--- config.mk ---
export PLATFORM = sky130hd
export DESIGN_NAME = alu_mdu_ctrl
export DESIGN_NICKNAME = d
export VERILOG_FILES = /design/src/rtl/alu_mdu_ctrl_pkg.sv /design/src/rtl/alu_mdu_ctrl_mdu_core.sv /design/src/rtl/alu_mdu_ctrl.sv
export SDC_FILE = /design/constraint.sdc
export NUM_CORES = 1
export LEC_CHECK = 0
export CAP_MARGIN = 25
export CORE_ASPECT_RATIO = 0.75
export CORE_MARGIN = 8
export CORE_UTILIZATION = 55
export CTS_CLUSTER_DIAMETER = 80
export DETAILED_ROUTE_END_ITERATION = 6
export GPL_ROUTABILITY_DRIVEN = 1
export HOLD_SLACK_MARGIN = 0.02
export PLACE_DENSITY_LB_ADDON = 0.15
export SYNTH_ARGS = -nofsm -noshare
export SYNTH_HDL_FRONTEND = slang
export SYNTH_SLANG_ARGS = --single-unit
--- constraint.sdc ---
create_clock -name clk -period 3.9 [get_ports clk]
set_input_delay 0.78 -clock clk [delete_from_list [all_inputs] [get_ports clk]]
set_output_delay 0.78 -clock clk [all_outputs]
set_load 0.05 [all_outputs]
--- src/rtl/alu_mdu_ctrl_pkg.sv ---
// Shared encodings for the ALU control / RV32M sequencer block:
// ALU select codes, operand-type flags, M-extension func3 codes and MDU states.
package alu_mdu_ctrl_pkg;

    localparam logic [3:0] ALU_ADD  = 4'd0;
    localparam logic [3:0] ALU_SUB  = 4'd1;
    localparam logic [3:0] ALU_SLL  = 4'd2;
    localparam logic [3:0] ALU_SLT  = 4'd3;
    localparam logic [3:0] ALU_SLTU = 4'd4;
    localparam logic [3:0] ALU_XOR  = 4'd5;
    localparam logic [3:0] ALU_SRL  = 4'd6;
    localparam logic [3:0] ALU_SRA  = 4'd7;
    localparam logic [3:0] ALU_OR   = 4'd8;
    localparam logic [3:0] ALU_AND  = 4'd9;
    localparam logic [3:0] ALU_PASS = 4'd15;

    localparam logic ITYPE = 1'b0;
    localparam logic RTYPE = 1'b1;

    localparam logic [2:0] F3_MUL    = 3'b000;
    localparam logic [2:0] F3_MULH   = 3'b001;
    localparam logic [2:0] F3_MULHSU = 3'b010;
    localparam logic [2:0] F3_MULHU  = 3'b011;
    localparam logic [2:0] F3_DIV    = 3'b100;
    localparam logic [2:0] F3_DIVU   = 3'b101;
    localparam logic [2:0] F3_REM    = 3'b110;
    localparam logic [2:0] F3_REMU   = 3'b111;

    typedef enum logic [1:0] {
        MDU_IDLE = 2'd0,
        MDU_CALC = 2'd1,
        MDU_FIX  = 2'd2,
        MDU_DONE = 2'd3
    } mdu_state_e;

    // rs1 is treated as signed for every op except the fully unsigned ones
    function automatic logic f3_rs1_signed(input logic [2:0] f3);
        return (f3 != F3_MULHU) && (f3 != F3_DIVU) && (f3 != F3_REMU);
    endfunction

    // rs2 is signed only for MUL/MULH/DIV/REM (MULHSU keeps rs2 unsigned)
    function automatic logic f3_rs2_signed(input logic [2:0] f3);
        return (f3 == F3_MUL) || (f3 == F3_MULH) || (f3 == F3_DIV) || (f3 == F3_REM);
    endfunction

endpackage

--- src/rtl/alu_mdu_ctrl_mdu_core.sv ---
// Iterative multiply/divide sequencer: FSM, iteration counter and datapath.
// Operands are latched as magnitudes; sign correction is applied in FIX.
// Optional MDU_FAST_MUL_EN: MUL* ops finish with one combinational multiply.
module mdu_core
    import alu_mdu_ctrl_pkg::*;
#(
    parameter int XLEN  = 32,
    parameter int CNT_W = $clog2(XLEN) + 1
) (
    input  logic            clk_i,
    input  logic            rst_ni,
    input  logic            start_i,
    input  logic            flush_i,
    input  logic [2:0]      func3_i,
    input  logic [XLEN-1:0] rs1_i,
    input  logic [XLEN-1:0] rs2_i,
    output logic            done_o,
    output logic            in_done_o,
    output logic [XLEN-1:0] result_o
);

    mdu_state_e        state_q, state_d;
    logic [CNT_W-1:0]  cnt_q, cnt_d;
    logic [2:0]        f3_q, f3_d;
    logic [XLEN-1:0]   opd_q, opd_d;     // multiplicand or divisor magnitude
    logic [2*XLEN-1:0] acc_q, acc_d;     // {hi, lo}: product or {remainder, quotient}
    logic              neg_lo_q, neg_lo_d; // negate product / quotient
    logic              neg_hi_q, neg_hi_d; // negate remainder
    logic [XLEN-1:0]   result_q, result_d;

    logic              sgn_a, sgn_b, div_zero, div_ovf, last;
    logic [XLEN-1:0]   a_mag, b_mag;
    logic [XLEN:0]     div_trial;
    logic [2*XLEN-1:0] prod_fix;
    logic [XLEN-1:0]   quo_fix, rem_fix;
`ifndef MDU_FAST_MUL_EN
    logic [XLEN:0]     mul_sum;
`endif

    // operand preparation and per-step datapath
    always_comb begin
        sgn_a     = f3_rs1_signed(func3_i) & rs1_i[XLEN-1];
        sgn_b     = f3_rs2_signed(func3_i) & rs2_i[XLEN-1];
        a_mag     = sgn_a ? -rs1_i : rs1_i;
        b_mag     = sgn_b ? -rs2_i : rs2_i;
        div_zero  = (rs2_i == '0);
        div_ovf   = ((func3_i == F3_DIV) || (func3_i == F3_REM)) &&
                    (rs1_i == {1'b1, {(XLEN-1){1'b0}}}) && (rs2_i == '1);
        last      = (cnt_q == CNT_W'(XLEN-1));
        div_trial = acc_q[2*XLEN-1:XLEN-1] - {1'b0, opd_q};
`ifndef MDU_FAST_MUL_EN
        mul_sum   = {1'b0, acc_q[2*XLEN-1:XLEN]} + (acc_q[0] ? {1'b0, opd_q} : '0);
`endif
        prod_fix  = neg_lo_q ? -acc_q : acc_q;
        quo_fix   = neg_lo_q ? -acc_q[XLEN-1:0] : acc_q[XLEN-1:0];
        rem_fix   = neg_hi_q ? -acc_q[2*XLEN-1:XLEN] : acc_q[2*XLEN-1:XLEN];
    end

    // next-state and datapath update
    always_comb begin
        state_d  = state_q;
        cnt_d    = cnt_q;
        f3_d     = f3_q;
        opd_d    = opd_q;
        acc_d    = acc_q;
        neg_lo_d = neg_lo_q;
        neg_hi_d = neg_hi_q;
        result_d = result_q;
        if (flush_i && (state_q != MDU_IDLE)) begin
            state_d = MDU_IDLE;
        end else begin
            unique case (state_q)
                MDU_IDLE: if (start_i) begin
                    cnt_d    = '0;
                    f3_d     = func3_i;
                    neg_lo_d = sgn_a ^ sgn_b;
                    state_d  = MDU_CALC;
                    if (func3_i[2]) begin
                        opd_d    = b_mag;
                        acc_d    = {{XLEN{1'b0}}, a_mag};
                        neg_hi_d = sgn_a;
                        // special cases skip the iteration; results are final already
                        if (div_zero) begin
                            acc_d    = {rs1_i, {XLEN{1'b1}}};
                            neg_lo_d = 1'b0;
                            neg_hi_d = 1'b0;
                            state_d  = MDU_FIX;
                        end else if (div_ovf) begin
                            acc_d    = {{XLEN{1'b0}}, rs1_i};
                            neg_lo_d = 1'b0;
                            neg_hi_d = 1'b0;
                            state_d  = MDU_FIX;
                        end
                    end else begin
                        opd_d    = a_mag;
                        acc_d    = {{XLEN{1'b0}}, b_mag};
                        neg_hi_d = 1'b0;
                    end
                end
                MDU_CALC: begin
                    cnt_d = cnt_q + 1'b1;
                    if (f3_q[2]) begin
                        // restoring division: shift in next dividend bit, subtract if it fits
                        if (!div_trial[XLEN])
                            acc_d = {div_trial[XLEN-1:0], acc_q[XLEN-2:0], 1'b1};
                        else
                            acc_d = {acc_q[2*XLEN-2:0], 1'b0};
                        if (last) state_d = MDU_FIX;
                    end else begin
`ifdef MDU_FAST_MUL_EN
                        acc_d   = {{XLEN{1'b0}}, opd_q} * {{XLEN{1'b0}}, acc_q[XLEN-1:0]};
                        state_d = MDU_FIX;
`else
                        // shift-add: conditionally add multiplicand to hi, shift right
                        acc_d = {mul_sum, acc_q[XLEN-1:1]};
                        if (last) state_d = MDU_FIX;
`endif
                    end
                end
                MDU_FIX: begin
                    unique case (f3_q)
                        F3_MUL:                       result_d = prod_fix[XLEN-1:0];
                        F3_MULH, F3_MULHSU, F3_MULHU: result_d = prod_fix[2*XLEN-1:XLEN];
                        F3_DIV, F3_DIVU:              result_d = quo_fix;
                        default:                      result_d = rem_fix;
                    endcase
                    state_d = MDU_DONE;
                end
                default: state_d = MDU_IDLE;
            endcase
        end
    end

    // state and datapath registers
    always_ff @(posedge clk_i or negedge rst_ni) begin
        if (!rst_ni) begin
            state_q  <= MDU_IDLE;
            cnt_q    <= '0;
            f3_q     <= '0;
            opd_q    <= '0;
            acc_q    <= '0;
            neg_lo_q <= 1'b0;
            neg_hi_q <= 1'b0;
            result_q <= '0;
        end else begin
            state_q  <= state_d;
            cnt_q    <= cnt_d;
            f3_q     <= f3_d;
            opd_q    <= opd_d;
            acc_q    <= acc_d;
            neg_lo_q <= neg_lo_d;
            neg_hi_q <= neg_hi_d;
            result_q <= result_d;
        end
    end

    assign in_done_o = (state_q == MDU_DONE);
    assign done_o    = in_done_o & ~flush_i;
    assign result_o  = result_q;

endmodule

--- src/rtl/alu_mdu_ctrl.sv ---
// ALU control decode with RV32M detection plus the multiply/divide sequencer.
// Decode and stall are combinational; the sequencer lives in mdu_core.
// Optional MDU_FAST_MUL_EN (in mdu_core): single-cycle multiply.
module alu_mdu_ctrl
    import alu_mdu_ctrl_pkg::*;
#(
    parameter int XLEN  = 32,
    parameter int CNT_W = $clog2(XLEN) + 1
) (
    input  logic            clk,
    input  logic            rst,
    input  logic [1:0]      ALUOp,
    input  logic [2:0]      func3,
    input  logic            inst_30,
    input  logic            inst_5,
    input  logic            inst_25,
    input  logic            op_valid,
    input  logic            flush,
    input  logic [XLEN-1:0] rs1_val,
    input  logic [XLEN-1:0] rs2_val,
    output logic [3:0]      ALU_sel,
    output logic            type_IR,
    output logic            is_mext,
    output logic            md_stall,
    output logic            md_done,
    output logic [XLEN-1:0] md_result
);

    logic core_in_done;

    assign is_mext  = (ALUOp == 2'b10) & inst_5 & inst_25;
    assign md_stall = is_mext & op_valid & ~core_in_done;

    // base ALU decode; M-ops park the ALU on PASS
    always_comb begin
        ALU_sel = ALU_PASS;
        type_IR = ITYPE;
        unique case (ALUOp)
            2'b00: ALU_sel = ALU_ADD;
            2'b01: ALU_sel = ALU_SUB;
            2'b10: begin
                type_IR = inst_5 ? RTYPE : ITYPE;
                if (!is_mext) begin
                    unique case (func3)
                        3'b000:  ALU_sel = (inst_5 && inst_30) ? ALU_SUB : ALU_ADD;
                        3'b001:  ALU_sel = ALU_SLL;
                        3'b010:  ALU_sel = ALU_SLT;
                        3'b011:  ALU_sel = ALU_SLTU;
                        3'b100:  ALU_sel = ALU_XOR;
                        3'b101:  ALU_sel = inst_30 ? ALU_SRA : ALU_SRL;
                        3'b110:  ALU_sel = ALU_OR;
                        default: ALU_sel = ALU_AND;
                    endcase
                end
            end
            default: ;
        endcase
    end

    mdu_core #(.XLEN(XLEN), .CNT_W(CNT_W)) u_mdu_core (
        .clk_i     (clk),
        .rst_ni    (rst),
        .start_i   (is_mext & op_valid & ~flush),
        .flush_i   (flush),
        .func3_i   (func3),
        .rs1_i     (rs1_val),
        .rs2_i     (rs2_val),
        .done_o    (md_done),
        .in_done_o (core_in_done),
        .result_o  (md_result)
    );

endmodule

; Yosys cells after proc, flatten, opt, wreduce, memory -nomap -nowiden
; Index checks and enable logic that the tools add are counted.
[word_totals]
ram_bits = 0
register_bits = 141
latch_bits = 0
inputBits = 76
romBits = 0
mem_count = 0
[classes]
bitwise = 12
addsub = 8
magnitude_cmp = 0
div = 0
mul = 0
n_shift = 0
reduce_logical = 23
muxes = 37
n_eq_ne = 25
[ops]
columns = operator, count
row1 = 2-to-1 mux 64 bit, 6
row2 = 2-to-1 mux 32 bit, 7
row3 = negation 32 bit, 4
row4 = case mux 64 bit (2 select lines), 1
row5 = case mux 32 bit (3 select lines), 1
row6 = "equality test 32 bit, second input constant", 2
row7 = negation 64 bit, 1
row8 = adder 32 x 33 -> 33 bit, 1
row9 = subtractor 33 x 32 -> 33 bit, 1
row10 = zero test 32 bit, 1
row11 = case mux 4 bit (7 select lines), 1
row12 = "equality test 3 bit, second input constant", 5
row13 = "equality test 3 x 2 -> 1 bit, second input constant", 4
row14 = 2-to-1 mux 2 bit, 6
row15 = case mux 4 bit (3 select lines), 1
row16 = case mux 6 bit (2 select lines), 1
row17 = 2-to-1 mux 1 bit, 10
row18 = bitwise AND 1 bit, 8
row19 = "adder 6 x 1 -> 6 bit, second input constant", 1
row20 = "equality test 2 bit, second input constant", 3
row21 = "equality test 3 x 1 -> 1 bit, second input constant", 2
row22 = "equality test 6 x 5 -> 1 bit, second input constant", 1
row23 = logical AND 1 bit, 6
row24 = zero test 3 bit, 2
row25 = other kinds (17), 29

; Depth between registers and ports, before layout
; Gate-level depths: netlist of run 1.
[depth]
word_depth = 10
ltp_mapped = 14

; Modules after synthesis
; A second synthesis of run 1 with hierarchy kept.
[hier_totals]
cells_unflattened = 2027
hier_area_um2 = 14940.6
[by_module_without_submodules]
columns = mod, seq_area_each_um2, instances, area_per_inst_um2, cells_each
row1 = mdu_core, 3528.4, 1, 14806.7, 2005
row2 = alu_mdu_ctrl, 0.0, 1, 133.9, 22

; Worst setup path before layout of run 1
; OpenSTA, ideal clock, no wires.
[synth_timing]
path_type = input-to-output
from = input port func3[2]
to = output port ALU_sel[3]
n_path_buf = 4
path_slack_ns = 0.112
stages = 6
t_arrival_ns = 3.008
required_time_ns = 3.120
path_cell_list = clkbuf_1 > clkbuf_1 > clkbuf_1 > clkbuf_1 > a21oi_1 > o21ai_0
[synth_between]
elab_chain_len = 4
[synth_lines]
columns = element, line
row1 = "start, declared", alu_mdu_ctrl.sv:13  ; input logic [2:0] func3,
row2 = equality test 3 bit (tied with other cells), alu_mdu_ctrl.sv:44  ; unique case (func3)
row3 = case mux 4 bit (7 select lines) (*), alu_mdu_ctrl.sv:44
row4 = 2-to-1 mux 4 bit (*), alu_mdu_ctrl.sv:43  ; if (!is_mext) begin
row5 = case mux 4 bit (3 select lines) (*), alu_mdu_ctrl.sv:38  ; unique case (ALUOp)
row6 = "end, declared", alu_mdu_ctrl.sv:21  ; output logic [3:0] ALU_sel,
; Mark *: on every way between the ends. The rest lies on a longest branch, timed or not.

; Worst setup path in the final report of run 1
[layout_timing]
from = register u_mdu_core.acc_q[0]
to = register u_mdu_core.acc_q[61]
[layout_between]
elab_chain_len = 4
[layout_lines]
columns = element, line
row1 = "start, declared", alu_mdu_ctrl_mdu_core.sv:26  ; logic [2*XLEN-1:0] acc_q, acc_d;
row2 = "start signal, assigned", alu_mdu_ctrl_mdu_core.sv:141  ; acc_q <= '0;
row3 = "start signal, assigned", alu_mdu_ctrl_mdu_core.sv:150  ; acc_q <= acc_d;
row4 = 2-to-1 mux 32 bit, alu_mdu_ctrl_mdu_core.sv:52  ; mul_sum = {1'b0, acc_q[2*XLEN-1:XLEN]} + (acc_q[0] ? {1'b0, opd_q} : '0);
row5 = adder 32 x 33 -> 33 bit, alu_mdu_ctrl_mdu_core.sv:52
row6 = 2-to-1 mux 64 bit, alu_mdu_ctrl_mdu_core.sv:102  ; if (f3_q[2]) begin
row7 = case mux 64 bit (2 select lines), alu_mdu_ctrl_mdu_core.sv:72  ; unique case (state_q)
; Every way passes these cells.
; A chain may end at the register's enable or synchronous reset.

==> impl_metrics.py, run 1 <==
metrics = {
    "status": {
        "status": "complete, no violations",
    },
    "worst_setup_path": {
        "crit_family": "compound AO/OA/AOI/OAI gates",
        "crit_path_end_kind": "flop",
        "crit_path_max_fanout": 4,
        "crit_type": "reg2reg",
        "path_cells": "and2_1, ha_1, fa_1, a21oi_1, o21ai_0, a31oi_1, o31a_1, a2111o_1, nand2_1, a2111oi_0, buf_4, o31ai_1, a21boi_0",
        "ff2ff_setup_slack_ns": 0.03,
        "crit_path_top_delay_cell": "a2111oi_0",
        "crit_required_ns": 4.21,
        "crit_cells": 13,
        "cp-start-kind": "flop",
        "crit_arrival_ns": 4.18,
        "r2r_cells": 13,
        "crit_path_start": "u_mdu_core.acc_q[0]",
        "slowest_delay_ns": 0.51,
        "r2r_end": "u_mdu_core.acc_q[61]",
        "reg2reg_from": "u_mdu_core.acc_q[0]",
        "critPathBufInv": 1,
    },
    "timing": {
        "hold_ws_ns": 0.356,
        "setup_viol": 0,
        "report.final.slew_viol_count": 0,
        "tightest_slew_ns": 0.953,
        "finalClockSkew_ns": 0.0106,
        "fin_crit_sh_pct": 99.1,
        "fmax_ghz": 0.259,
        "rsz0062_at_grt": "true",
        "min_period_ns": 3.87,
        "slew_headroom_pct": 36.4,
        "postLayoutSetupSlackWorst_ns": 0.0345,
        "hold_violations": 0,
    },
    "cells_and_area": {
        "diodes": 0,
        "drive_gt1_share_pct": 11.1,
        "nets": 2343,
        "post-route-util_pct": 66.4,
        "fillCellCount": 2350,
        "areaGrowthSynthToFinish_pct": 18.5,
    },
    "synth": {
        "avgSynthCellArea_sq_um": 7.38,
        "ys_seq_elements": 141,
        "synth_ff_type": "dfrtp_1",
        "ys_warn_count": 0,
        "syn-num-nets": 2208,
        "synth_cell_types": 71,
        "syn-cell-area_sq_mm": 0.0152,
        "synth_edf_count": 0,
        "ys_seq_area_share_pct": 23.3,
        "async_reset_ff_share_pct": 100,
        "netlist_instances": 2056,
    },
    "route": {
        "dr.pass1.iters": 7,
        "num_vias": 17291,
        "vias_per_cell": 6.77,
        "drt_iter0_drc": 2604,
        "wl_mm": 62.9,
        "drc": 0,
        "drtAntennaViolNets": 0,
        "wire_per_inst_microns": 24.6,
    },
    "global_routing": {
        "grt_max_degree": 70,
        "grt_pass1_wl_mm": 96.1,
        "grt_pass1_vias": 16018,
        "grt_overflow_total": 0,
        "grt_antenna_before_repair": 1,
        "grt.total_usage_pct": 36.6,
    },
    "clocking": {
        "cts.sink_count": 141,
        "cts_tree": "built",
        "cts_buffer_depth": 2,
        "cts_buffers": 17,
        "insertion_delay_ns": 0.44,
        "cts_root_buf": "clkbuf_16",
        "cts.htree.levels": 4,
        "clk_pin_slew_ns": 0.07,
    },
    "placed_design": {
        "place_ws_ns": -0.156,
        "post-dp-hpwl_mm": 50.0,
        "numPortBuffers": 115,
        "place.gp.congestion": 1.09,
    },
    "power": {
        "power_density_mw_per_mm2": 829,
        "peakVddDrop_v": 0.000479,
        "cellLeakagePower_nw": 7.49,
    },
    "die": {
        "die_h_microns": 160,
        "chipWidth_microns": 208,
        "io_pins": 116,
        "start_util_pct": 56.0,
        "die-area_sq_mm": 0.0332,
        "placementRows": 52,
        "design.core.area_sq_mm": 0.0271,
    },
    "job": {
        "max_cap_violations": 0,
    },
    "worst_hold_path": {
        "hp-class": "in2async",
    },
}
## sequential cells by signal (all words and copies together) (netlist names)
name	cells
u_mdu_core.neg_lo_q	1
u_mdu_core.opd_q	32
u_mdu_core.acc_q	64
u_mdu_core.state_q	2
u_mdu_core.result_o	32
u_mdu_core.cnt_q	6
u_mdu_core.neg_hi_q	1
u_mdu_core.f3_q	3
## how the worst max path moves through the flow
stage | endpoint
finish | u_mdu_core.acc_q[61]
CTS | u_mdu_core.acc_q[53]
global placement | u_mdu_core.acc_q[12]
detailed placement | u_mdu_core.acc_q[12]
global route | u_mdu_core.acc_q[53]
floorplan | ALU_sel[3]
## cell families (layout without fill, tap and decap cells)
kind of cell	count (synthesis)	count (layout)	share of synthesized area, %
AOI/OAI and AO/OA	675	675	27.6
muxes	75	75	5.27
and+or+nand+nor	690	690	21.3
DFF	141	141	23.3
buffers and inverters	207	355	5.19
xor gates and xnor gates	192	192	11.1
adders and majority gates	76	76	6.37
## cells in the mapped netlist, types with 20 or more instances
cell / count / share of area (%)
a211oi_1: 24 / 1.2
a21o_1: 27 / 1.3
a21oi_1: 179 / 5.9
a31oi_1: 23 / 0.95
clkbuf_1: 124 / 3.1
dfrtp_1: 141 / 23
ha_1: 74 / 6.1
inv_1: 67 / 1.7
mux2_2: 39 / 2.9
mux2i_1: 36 / 2.4
nand2_1: 256 / 6.3
nand3_1: 52 / 1.7
nand4_1: 30 / 1.2
nor2_1: 166 / 4.1
nor3_1: 40 / 1.3
o21ai_0: 219 / 7.2
o31ai_1: 32 / 1.6
or3_1: 32 / 1.3
or4_1: 20 / 0.99
xnor2_1: 111 / 6.4
xor2_1: 81 / 4.7
## report_power, final
part / internal [W] / switching, W
logic: 0.00389 / 0.00648
clock network: 0.000855 / 0.000762
registers: 0.00203 / 0.000872
## stage by stage
step	instances	power, W	setup TNS (ns)	area [sq um]
final	2555	0.0149	0	18000
after CTS	2555	0.0145	0	17900
after global routing	2555	0.0157	-0.0169	18000
after detailed placement	2523	0.0128	-0.724	17400
after floorplan	2056	0.00934	0	15200
after global placement	2521	0.0127	-0.205	17300
## per-layer routing
metal / track usage, % / part of all wire (%)
met4: 13.5 / 3.9
met3: 10.9 / 14
met5: 0 / 0.014
met2: 52.2 / 41
met1: 51.4 / 41
## placed cells by master (no fill, tap or decap), types with 23 or more instances in the layout
master and n:
a211oi_1 23, a21o_1 26, a21oi_1 178, a31oi_1 23, buf_4 135, clkdlybuf4s50_1 109
dfrtp_1 140, ha_1 73, inv_1 66, mux2_2 39, mux2i_1 36, nand2_1 254
nand3_1 52, nand4_1 30, nor2_1 165, nor3_1 40, o21ai_0 219, o31ai_1 32
or3_1 32, xnor2_1 111, xor2_1 81
## repair_timing
action / CTS / global route
hold buffers: 0 / 0
setup endpoints to repair: 1 / 4
gates resized for setup: 1 / 4
setup buffers: 0 / 0
## worst register-to-register path, stage by stage, from the launching register on
cell,delay (ns)
dfrtp_1,0.43
and2_1,0.18
ha_1,0.25
fa_1,0.44
a21oi_1,0.27
o21ai_0,0.17
a31oi_1,0.32
o31a_1,0.29
a2111o_1,0.32
nand2_1,0.18
a2111oi_0,0.51
buf_4,0.20
o31ai_1,0.06
a21boi_0,0.13
## layout make-up
type | instances | area, sq um | area share, %
multi-input cells | 1708 | 10900 | 60.6
flip-flops and latches | 141 | 3530 | 19.6
repair buffers | 254 | 2270 | 12.7
clock buffers | 18 | 439 | 2.44
well taps | 351 | 439 | 2.44
inverters | 69 | 263 | 1.46
clock inverters | 14 | 128 | 0.710
Power figures use the tool's default switching activity.
==> run 2, diff against run 1 <==
--- a/config.mk
+++ b/config.mk
@@ -8,12 +8,13 @@
 export CAP_MARGIN = 25
 export CORE_ASPECT_RATIO = 0.75
 export CORE_MARGIN = 8
-export CORE_UTILIZATION = 55
+export CORE_UTILIZATION = 40
 export CTS_CLUSTER_DIAMETER = 80
 export DETAILED_ROUTE_END_ITERATION = 6
 export GPL_ROUTABILITY_DRIVEN = 1
 export HOLD_SLACK_MARGIN = 0.02
 export PLACE_DENSITY_LB_ADDON = 0.15
+export SLEW_MARGIN = 20
 export SYNTH_ARGS = -nofsm -noshare
 export SYNTH_HDL_FRONTEND = slang
 export SYNTH_SLANG_ARGS = --single-unit
==> run 2 against run 1 <==
Compared with the run above:
- combinational power increased by 5%
- non-clock buffer count increased by 30
- via count decreased by 0.75%
- cell count increased by 7.2%
- setup slack improved by 0.15 ns
- die area increased by 34%
- clock-buffer cell count increased by 4
- register-to-register slack improved by 0.15 ns
- utilization decreased by 17 points
- largest cell class unchanged
- worst hold slack improved by 0.020 ns
==> impl_metrics.py, run 2 (synthesis results as in run 1) <==
metrics = {
    "worst_setup_path": {
        "cp-start-kind": "flop",
        "crit_required_ns": 4.23,
        "ff2ff_setup_slack_ns": 0.19,
        "slowest_delay_ns": 0.45,
        "r2r_cells": 13,
        "path_cells": "inv_1, nor2_1, fa_1, a21oi_1, o21ai_1, a31oi_1, o31a_1, a21oi_1, a2111oi_4, buf_4, nor3_1, a211oi_1, a31oi_1",
        "crit_family": "compound AO/OA/AOI/OAI gates",
        "crit_path_end_kind": "flop",
        "crit_path_top_delay_cell": "fa_1",
        "crit_arrival_ns": 4.05,
        "r2r_end": "u_mdu_core.acc_q[53]",
        "reg2reg_from": "u_mdu_core.acc_q[0]",
        "crit_type": "reg2reg",
        "crit_path_max_fanout": 7,
        "critPathBufInv": 2,
    },
    "global_routing": {
        "grt_overflow_total": 0,
        "grt_pass1_vias": 15880,
        "grt.total_usage_pct": 29.8,
        "grt_max_degree": 82,
        "grt_pass1_wl_mm": 101,
        "grt_antenna_before_repair": 2,
    },
    "clocking": {
        "cts.htree.levels": 4,
        "ctsHoldBuffers": 0,
        "cts.sink_count": 141,
        "cts_root_buf": "clkbuf_16",
        "cts_buffer_depth": 2,
        "clk_pin_slew_ns": 0.07,
        "cts_buffers": 17,
        "insertion_delay_ns": 0.46,
        "cts_tree": "built",
    },
    "route": {
        "drtAntennaViolNets": 0,
        "num_vias": 17161,
        "dr.pass1.iters": 6,
        "drc": 0,
        "wl_mm": 67.9,
        "drt_iter0_drc": 2453,
        "vias_per_cell": 6.27,
        "wire_per_inst_microns": 24.8,
    },
    "power": {
        "cellLeakagePower_nw": 7.66,
        "peakVddDrop_v": 0.000371,
        "power_density_mw_per_mm2": 840,
    },
    "cells_and_area": {
        "final_common_cell": "nand2_1",
        "diodes": 0,
        "regMostFlops": "u_mdu_core.acc_q",
        "post-route-util_pct": 49.5,
        "areaGrowthSynthToFinish_pct": 21.5,
        "drive_gt1_share_pct": 12.2,
        "mostFrequentLayoutCells": "254 x nand2_1, 218 x o21ai_0, 178 x a21oi_1",
        "postLayoutCellArea_sq_mm": 0.0184,
        "nets": 2373,
        "fillCellCount": 3808,
        "largest_reg_flops": 64,
    },
    "placed_design": {
        "place.gp.congestion": 1.02,
        "place_area_sq_mm": 0.0178,
        "numPortBuffers": 115,
        "post-dp-hpwl_mm": 54.1,
    },
    "die": {
        "start_util_pct": 40.7,
        "die_h_microns": 185,
        "chipWidth_microns": 241,
        "placementRows": 61,
        "design.core.area_sq_mm": 0.0372,
        "io_pins": 116,
        "die-area_sq_mm": 0.0445,
    },
    "timing": {
        "slew_headroom_pct": 29.3,
        "hold_violations": 0,
        "finalClockSkew_ns": 0.0103,
        "tightest_slew_ns": 1.06,
        "fmax_ghz": 0.269,
        "report.final.slew_viol_count": 0,
        "setup_viol": 0,
        "min_period_ns": 3.71,
        "fin_crit_sh_pct": 95.2,
    },
    "worst_hold_path": {
        "hp-class": "in2async",
    },
    "job": {
        "max_cap_violations": 0,
    },
    "status": {
        "status": "complete, no violations",
    },
}
[run 2: power breakdown]
group	switching (W)	leakage, nW	internal (W)	total [W]
combinational	0.00673	5.56	0.00413	0.0109
clock	0.000708	0.298	0.00107	0.00178
sequential	0.000821	1.81	0.00203	0.00285
[run 2: metrics by stage]
stage,std cells,worst slack [ns],setup TNS (ns),power [W],hold slack (ns)
floorplan,2056,0.112,0,0.00934,0.449
global placement,2703,0.0157,0,0.0132,0.464
detailed placement,2703,-0.0929,-0.139,0.0133,0.470
CTS,2735,0.0784,0,0.0151,0.411
global route,2738,-0.0143,-0.0143,0.0163,0.440
finish,2738,0.187,0,0.0155,0.376
[run 2: area by class of cell]
cell class / instances / area [sq um] / area share (%)
timing repair buffer: 284 / 2500 / 13.6
inverter: 69 / 259 / 1.41
tap: 504 / 631 / 3.42
clock inverter: 10 / 136 / 0.740
sequential: 141 / 3530 / 19.1
multi-input combinational: 1708 / 10900 / 59.1
clock buffer: 22 / 484 / 2.63
[run 2: worst max-delay path by stage]
stage	slack (ns)	depth (start not counted)	startpoint	end
6_report	0.19	13	u_mdu_core.acc_q[0]	u_mdu_core.acc_q[53]
5_1_grt	-0.01	13	u_mdu_core.acc_q[0]	u_mdu_core.acc_q[53]
4_1_cts	0.08	13	u_mdu_core.acc_q[0]	u_mdu_core.acc_q[53]
3_5_place_dp	-0.09	12	rs2_val[0]	u_mdu_core.acc_q[61]
3_3_place_gp	0.02	13	u_mdu_core.acc_q[0]	u_mdu_core.acc_q[53]
2_1_floorplan	0.11	6	func3[2]	ALU_sel[3]
[run 2: metal layers]
metal	up-vias	routed length [microns]	GRT usage, %
met5	-	19	0
met4	4	2140	9.54
met3	144	8010	9.12
met2	1003	27500	42.3
met1	8198	30200	42.5
li1	7812	-	-
[run 2: timing repair]
action	4_1_cts	5_1_grt
setup buffers	0	1
gates cloned	0	0
setup endpoints to repair	1	4
resized for setup	1	4
pin swaps	0	2
